==> config.mk <==
export PLATFORM = sky130hd
export DESIGN_NAME = fetch_queue
export DESIGN_NICKNAME = d
export VERILOG_FILES = /design/src/rtl/fetch_queue.sv
export SDC_FILE = /design/constraint.sdc
export NUM_CORES = 1
export LEC_CHECK = 0
export CELL_PAD_IN_SITES_DETAIL_PLACEMENT = 0
export CELL_PAD_IN_SITES_GLOBAL_PLACEMENT = 1
export CORE_MARGIN = 3
export CORE_UTILIZATION = 50
export CTS_CLUSTER_SIZE = 16
export DETAILED_ROUTE_END_ITERATION = 6
export PLACE_DENSITY_LB_ADDON = 0.1
export REMOVE_ABC_BUFFERS = 1
export SYNTH_ARGS = -nofsm -noshare
export SYNTH_HDL_FRONTEND = slang
export SYNTH_SLANG_ARGS = --single-unit
export TNS_END_PERCENT = 50
==> constraint.sdc <==
create_clock -name clock -period 9.2 [get_ports clock]
set_input_delay 1.84 -clock clock [delete_from_list [all_inputs] [get_ports clock]]
set_output_delay 1.84 -clock clock [all_outputs]
set_load 0.02 [all_outputs]
==> src/rtl/fetch_queue.sv <==
// Fetch queue: sequential instruction fetcher feeding a small in-order FIFO
// that hands {instruction, pc} pairs to decode with a valid/ready handshake.
// A redirect flushes the queue and restarts fetch at a word-aligned target.
// DEPTH must be a power of two (2..16) so the pointers wrap naturally.

module fetch_queue #(
    parameter logic [31:0] RESET_PC = 32'h0100_0000,
    parameter int          DEPTH    = 4
) (
    input  logic                     clock,
    input  logic                     reset_n,
    output logic [31:0]              imem_address,
    input  logic [31:0]              imem_data,
    input  logic                     fetch_enable,
    input  logic                     redirect_valid,
    input  logic [31:0]              redirect_pc,
    output logic                     inst_valid,
    input  logic                     inst_ready,
    output logic [31:0]              inst_data,
    output logic [31:0]              inst_pc,
    output logic [$clog2(DEPTH):0]   count
);

    localparam int PTR_W = $clog2(DEPTH);
    localparam int CNT_W = PTR_W + 1;
    localparam logic [CNT_W-1:0] FULL_COUNT = CNT_W'(DEPTH);

    logic [31:0]      fetchPcQ, fetchPcD;
    logic [PTR_W-1:0] headQ, headD;
    logic [PTR_W-1:0] tailQ, tailD;
    logic [CNT_W-1:0] countQ, countD;

    // Storage is never reset; every read is masked by the occupancy count.
    logic [31:0] dataMem [DEPTH];
    logic [31:0] pcMem   [DEPTH];

    logic qValid;
    logic qFull;
    logic push;
    logic pop;

    // Handshake qualifiers; a redirect suppresses both push and pop.
    always_comb begin
        qValid = (countQ != '0);
        qFull  = (countQ == FULL_COUNT);
        push   = fetch_enable & ~redirect_valid & ~qFull;
        pop    = qValid & inst_ready & ~redirect_valid;
    end

    // Next-state for fetch pc, pointers and occupancy; redirect wins over everything.
    always_comb begin
        fetchPcD = fetchPcQ;
        headD    = headQ;
        tailD    = tailQ;
        countD   = countQ;
        if (redirect_valid) begin
            fetchPcD = {redirect_pc[31:2], 2'b00};
            headD    = '0;
            tailD    = '0;
            countD   = '0;
        end else begin
            if (push) begin
                tailD    = tailQ + PTR_W'(1);
                fetchPcD = fetchPcQ + 32'd4;
            end
            if (pop) begin
                headD = headQ + PTR_W'(1);
            end
            case ({push, pop})
                2'b10:   countD = countQ + CNT_W'(1);
                2'b01:   countD = countQ - CNT_W'(1);
                default: countD = countQ;
            endcase
        end
    end

    // Control state register with asynchronous active-low reset.
    always_ff @(posedge clock or negedge reset_n) begin
        if (!reset_n) begin
            fetchPcQ <= RESET_PC;
            headQ    <= '0;
            tailQ    <= '0;
            countQ   <= '0;
        end else begin
            fetchPcQ <= fetchPcD;
            headQ    <= headD;
            tailQ    <= tailD;
            countQ   <= countD;
        end
    end

    // Capture the fetched word and its address at the tail on each push.
    always_ff @(posedge clock) begin
        if (push) begin
            dataMem[tailQ] <= imem_data;
            pcMem[tailQ]   <= fetchPcQ;
        end
    end

    assign imem_address = fetchPcQ;
    assign inst_valid   = qValid;
    assign inst_data    = qValid ? dataMem[headQ] : 32'd0;
    assign inst_pc      = qValid ? pcMem[headQ]   : 32'd0;
    assign count        = countQ;

endmodule
==> flow_metrics.py, run 1 <==
metrics = {
    "setup_path": {
        "startpoint": "headQ[0]",
        "cp_max_fo": 38,
        "crit_end": "inst_pc[11]",
        "required_ns": 7.36,
        "rr_startpoint": "imem_address[2]",
        "r2r_cells": 5,
        "r2r_setup_slack_ns": 6.51,
        "r2r_end": "imem_address[22]",
        "startpoint_type": "flip-flop",
        "worstPathArrival_ns": 3.40,
        "endpoint_kind": "output port",
        "critPathKind": "flip-flop to output port",
    },
    "cts": {
        "ctsRootBufferMaster": "clkbuf_16",
        "clk_pin_slew_worst_paths_ns": 0.06,
        "postCtsSetupRepairBufs": 0,
        "holdBufCountCts": 0,
        "ctsResizeCount": 0,
        "numCtsBuffers": 29,
        "clock_latency_ns": 0.53,
        "clock-sinks": 285,
        "cts_max_level": 1,
        "cts_tree": "yes",
        "clockBufferDepth": 3,
    },
    "yosys": {
        "synth_flop_cell": "edfxtp_1",
        "postSynthRegisterBits": 285,
        "synth_top_family_by_area": "multiplexers",
        "synthXorXnorAreaFrac_pct": 0.828,
        "synth_fa_ha_area_share_pct": 0.710,
        "ys_warn_count": 0,
        "ys_async_sr_fraction_pct": 13.0,
        "syn-cell-area_sq_um": 11600,
        "post_synth_and_or_nand_nor_area_fraction_pct": 9.55,
        "syn-mean-instance-area_sq_um": 17.7,
        "yosysUniqueCellTypes": 45,
        "synth_edf_count": 248,
        "yosysSeqAreaShare_pct": 72.0,
        "synthCells": 656,
        "synth.area.mux_share_pct": 12.4,
        "synth_compound_area_share_pct": 2.79,
    },
    "sta": {
        "slew_violations": 0,
        "timing.final.ws_setup_ns": 3.96,
        "fin_crit_ns": 5.24,
        "worst_slew_pin_slew_ns": 1.03,
        "period_share_pct": 57.0,
        "fmax_mhz": 191,
        "tns_ns": 0,
        "hold-worst-slack_ns": 0.585,
        "setup_violations": 0,
        "grt_setup_unrepaired": "no",
        "fin_worst_skew_ns": 0.00751,
        "timing_hold_violations_final": 0,
        "relSlewSlack_pct": 31.5,
    },
    "final_layout": {
        "finalNonFillerCells": 1151,
        "fill_cells": 1620,
        "syn_to_final_growth_pct": 24.4,
        "multi_input_area_sq_um": 3090,
        "regArea_sq_um": 8380,
        "num_antenna_cells": 0,
        "drive_above_1_share_pct": 14.1,
        "nNetsFinal": 891,
    },
    "die": {
        "core_area_sq_um": 22800,
        "rows": 55,
        "die_h_microns": 159,
        "io_pins": 169,
        "dieArea_sq_um": 25100,
        "die_w_microns": 159,
        "start_util_pct": 51.1,
    },
    "power": {
        "power_w": 0.00365,
        "ir_worst_vdd_v": 0.000130,
        "switching_power_w": 0.00101,
        "p_int_w": 0.00264,
        "swShare_pct": 27.6,
        "clock_power_share_pct": 31.3,
        "p_comb_share_pct": 25.1,
        "p_per_area_nw_per_um2": 252,
        "leakagePower_nw": 4.70,
        "pwr-share-seq_pct": 43.6,
    },
    "grt": {
        "antenna_found_initial": 0,
        "grt_max_degree": 64,
        "overflow": 0,
        "track_usage_pct": 19.6,
        "grt_pass1_vias": 6900,
        "grt_pass1_wl_microns": 37700,
    },
    "routing": {
        "vias": 6462,
        "antenna_left": 0,
        "wl_per_cell_microns": 21.1,
        "post-route-drc-count": 0,
        "drtPass1Iterations": 5,
        "via_per_inst": 5.61,
        "drt_wl_total_microns": 24300,
        "drtIter0Drc": 367,
    },
    "placement": {
        "place_ws_ns": 4.34,
        "place_inst": 1098,
        "routabilityCongestion": 0.823,
        "portBuffers": 162,
        "hpwl_microns": 13800,
    },
    "worst_hold_path": {
        "hold_class": "flip-flop to flip-flop",
    },
    "job": {
        "maxCapViolations": 0,
    },
    "status": {
        "status": "complete, no violations",
    },
}
[metal layers]
layer | up-vias | GRT usage (%) | wire length [microns]
met5 | - | 0 | 0
met4 | 0 | 5.61 | 555
met3 | 45 | 3.59 | 1460
met2 | 217 | 33.4 | 12000
met1 | 3271 | 26.1 | 10200
li1 | 2929 | - | -
[synthesized netlist by cell type, types with 5 or more instances]
library cell  instances  area, sq um
o21ai_0              17         85.1
nand3_1              20          100
and2_1               64          400
nand4_1              11         68.8
dfrtp_1              36          901
o31ai_1               7         52.6
or4_1                13         97.6
a31oi_1              10         62.6
inv_1                 7         26.3
nor2_1               18         67.6
nor3_1                7         35.0
and3_1                7         43.8
clkbuf_1             22         82.6
and4_1                5         43.8
nand2_1              24         90.1
buf_2                 9         45.0
ha_1                  5         62.6
xnor2_1               8         70.1
mux4_2               62         1400
edfxtp_1            248         7450
o211ai_1              6         45.0
or3_1                 7         43.8
[flip-flops by register name (all words and copies together), names as in the netlist]
signal / cells
count: 3
dataMem: 128
headQ: 2
imem_address: 30
pcMem: 120
tailQ: 2
[layout by cell type (no fill, tap or decap), types with 6 or more instances in the layout]
master and instances:
edfxtp_1 248, clkdlybuf4s50_1 161, and2_1 64, mux4_2 62
dfrtp_1 34, clkbuf_16 29, nand2_1 24, nand3_1 20
nor2_1 18, o21ai_0 17, or4_1 13, nand4_1 11
a31oi_1 10, xnor2_1 8, inv_1 7, o31ai_1 7
nor3_1 7, or3_1 6, o211ai_1 6, clkbuf_1 6
[critical path, cell delays in order, from the launching register on]
cell,delay (ns)
dfrtp_4,0.80
buf_4,0.73
mux4_2,0.58
and2_1,0.16
clkdlybuf4s50_1,0.59
[power groups by stage]
stage          clock network (W)  logic, W  registers (W)
4_1_cts                  0.00117  0.000935        0.00160
5_1_grt                  0.00123  0.000983        0.00161
3_3_place_gp                   0  0.000927        0.00161
2_1_floorplan                  0  0.000492        0.00163
3_5_place_dp                   0  0.000932        0.00162
6_report                 0.00114  0.000917        0.00159
[worst min path at each step]
stage / startpoint / end / slack [ns] / depth (start not counted)
CTS: imem_address[24] / imem_address[24] / 0.59 / 2
detailed placement: imem_address[24] / imem_address[24] / 0.58 / 2
global route: imem_address[24] / pcMem[1][24] / 0.62 / 0
floorplan: tailQ[1] / tailQ[1] / 0.54 / 2
finish: imem_address[24] / imem_address[24] / 0.58 / 2
global placement: tailQ[1] / tailQ[1] / 0.55 / 2
[metrics by stage]
step / util [%] / instance area [sq um]
final: 63.5 / 14500
after global routing: 63.5 / 14500
after CTS: 63.5 / 14500
after detailed placement: 59.4 / 13500
after global placement: 59.4 / 13500
after floorplan: - / 11500
[cell families (layout without fill, tap and decap cells)]
family / after synthesis / count (layout)
muxes: 66 / 66
other: 1 / 4
AOI/OAI and AO/OA: 51 / 51
adders and majority gates: 6 / 6
buffers and inverters: 46 / 225
DFF: 285 / 285
xor gates and xnor gates: 11 / 11
and+or+nand+nor: 190 / 190
[area by class of cell]
class	count	area share (%)
Clock inverter	16	1.12
Multi-Input combinational cell	328	21.3
Timing Repair Buffer	165	11.3
Inverter	7	0.182
Clock buffer	37	5.36
Sequential cell	285	57.9
Tap cell	313	2.71
(Power assumes the default switching activity.)
==> run 2: changes to the inputs <==
--- a/config.mk
+++ b/config.mk
@@ -8,7 +8,7 @@
 export CELL_PAD_IN_SITES_DETAIL_PLACEMENT = 0
 export CELL_PAD_IN_SITES_GLOBAL_PLACEMENT = 1
 export CORE_MARGIN = 3
-export CORE_UTILIZATION = 50
+export CORE_UTILIZATION = 46
 export CTS_CLUSTER_SIZE = 16
 export DETAILED_ROUTE_END_ITERATION = 6
 export PLACE_DENSITY_LB_ADDON = 0.1
==> constraint.sdc (replaced) <==
create_clock -name clock -period 4.86 [get_ports clock]
set_input_delay 0.972 -clock clock [delete_from_list [all_inputs] [get_ports clock]]
set_output_delay 0.972 -clock clock [all_outputs]
set_load 0.02 [all_outputs]
==> flow_metrics.py, run 2 (synthesis gave the netlist of run 1 again) <==
metrics = {
    "grt": {
        "overflow": 0,
        "grt_pass1_vias": 6803,
        "track_usage_pct": 18.5,
        "antenna_found_initial": 1,
        "grt_max_degree": 64,
        "grt_pass1_wl_microns": 38500,
    },
    "setup_path": {
        "worstPathArrival_ns": 3.07,
        "cp_max_fo": 33,
        "endpoint_kind": "output port",
        "r2r_cells": 5,
        "r2r_setup_slack_ns": 2.22,
        "startpoint_type": "flip-flop",
        "rr_startpoint": "imem_address[3]",
        "required_ns": 3.89,
        "r2r_end": "imem_address[24]",
        "critPathKind": "flip-flop to output port",
    },
    "die": {
        "die_w_microns": 165,
        "dieArea_sq_um": 27200,
        "start_util_pct": 47.3,
        "die_h_microns": 165,
        "core_area_sq_um": 24600,
        "io_pins": 169,
        "rows": 57,
    },
    "cts": {
        "clock-sinks": 285,
        "holdBufCountCts": 0,
        "clockBufferDepth": 3,
        "clock_latency_ns": 0.53,
        "postCtsSetupRepairBufs": 0,
        "ctsResizeCount": 0,
        "cts_tree": "yes",
        "cts_max_level": 1,
        "clk_pin_slew_worst_paths_ns": 0.06,
        "numCtsBuffers": 29,
        "ctsRootBufferMaster": "clkbuf_16",
    },
    "final_layout": {
        "nNetsFinal": 895,
        "fin_util_pct": 58.7,
        "fill_cells": 1902,
        "drive_above_1_share_pct": 14.0,
        "layout_commonest_cell": "edfxtp_1",
        "final_cell_area_sq_um": 14500,
        "largest_register_ffs": 128,
        "syn_to_final_growth_pct": 24.3,
        "layout_common_cells": "248 x edfxtp_1, 160 x clkdlybuf4s50_1, 64 x and2_1, 62 x mux4_2, 34 x dfrtp_1",
        "regMostFlops": "dataMem",
    },
    "sta": {
        "hold-worst-slack_ns": 0.576,
        "setup_violations": 0,
        "slew_violations": 0,
        "tns_ns": 0,
        "worst_slew_pin_slew_ns": 1.21,
        "fmax_mhz": 248,
        "fin_worst_skew_ns": 0.0202,
        "period_share_pct": 83.1,
        "fin_crit_ns": 4.04,
        "grt_setup_unrepaired": "no",
        "timing_hold_violations_final": 0,
        "relSlewSlack_pct": 18.4,
    },
    "placement": {
        "routabilityCongestion": 0.751,
        "dpl-instance-area_sq_um": 13600,
        "hpwl_microns": 14300,
        "portBuffers": 162,
    },
    "power": {
        "power_w": 0.00682,
        "ir_worst_vdd_v": 0.000341,
        "leakagePower_nw": 4.70,
        "p_per_area_nw_per_um2": 472,
    },
    "routing": {
        "via_per_inst": 5.62,
        "drtIter0Drc": 363,
        "vias": 6550,
        "antenna_left": 0,
        "drt_wl_total_microns": 25200,
        "wl_per_cell_microns": 21.6,
        "drtPass1Iterations": 6,
        "post-route-drc-count": 0,
    },
    "job": {
        "maxCapViolations": 0,
    },
    "worst_hold_path": {
        "hold_class": "input port to async pin",
    },
    "status": {
        "status": "complete, no violations",
    },
}
[run 2: changes by cell type in the layout (fill, tap and decap cells not counted), sizes merged]
cell,previous run,this run
clkbuf,37,42
clkinv,11,8
clkdlybuf4s50,161,160
clkinvlp,2,0
buf,4,9
diode,0,1
bufinv,3,1
[run 2: area by class of cell]
class,count,area (sq um),area share [%]
Antenna cell,1,2.50,0.0173
Clock buffer,42,805,5.57
Clock inverter,9,65.1,0.450
Inverter,7,26.3,0.182
Multi-Input combinational cell,328,3090,21.4
Sequential cell,285,8380,58.0
Tap cell,324,405,2.81
Timing Repair Buffer,169,1680,11.6
[run 2: layer usage]
| layer | GRT usage [%] | vias up | wire [microns] |
|---|---|---|---|
| li1 | - | 2938 | - |
| met1 | 25.6 | 3387 | 10900 |
| met2 | 30.9 | 193 | 12500 |
| met3 | 3.24 | 32 | 1300 |
| met4 | 4.46 | 0 | 435 |
| met5 | 0 | - | 0 |
[run 2: critical path, cell delays in order, from the launching register on]
cell             delay [ns]
dfrtp_4                0.89
buf_4                  0.38
mux4_2                 0.52
and2_1                 0.18
clkdlybuf4s50_1        0.54
[run 2: power by group]
group          total (W)  internal, W  switching (W)
clock            0.00204      0.00119       0.000849
sequential       0.00302      0.00284       0.000189
combinational    0.00175     0.000905       0.000849
[run 2: stage by stage]
stage          setup WS (ns)  std cells
6_report               0.820       1165
5_1_grt                0.633       1165
4_1_cts                0.715       1164
3_5_place_dp            1.30       1113
3_3_place_gp            1.32       1113
2_1_floorplan          0.487        620
[run 2: worst max-delay path by stage]
stage | cells past startpoint | from | endpoint
floorplan | 2 | headQ[0] | inst_data[0]
global placement | 4 | headQ[0] | inst_pc[26]
detailed placement | 4 | headQ[0] | inst_pc[29]
CTS | 4 | headQ[0] | inst_pc[29]
global route | 4 | headQ[0] | inst_pc[30]
finish | 4 | headQ[0] | inst_pc[29]
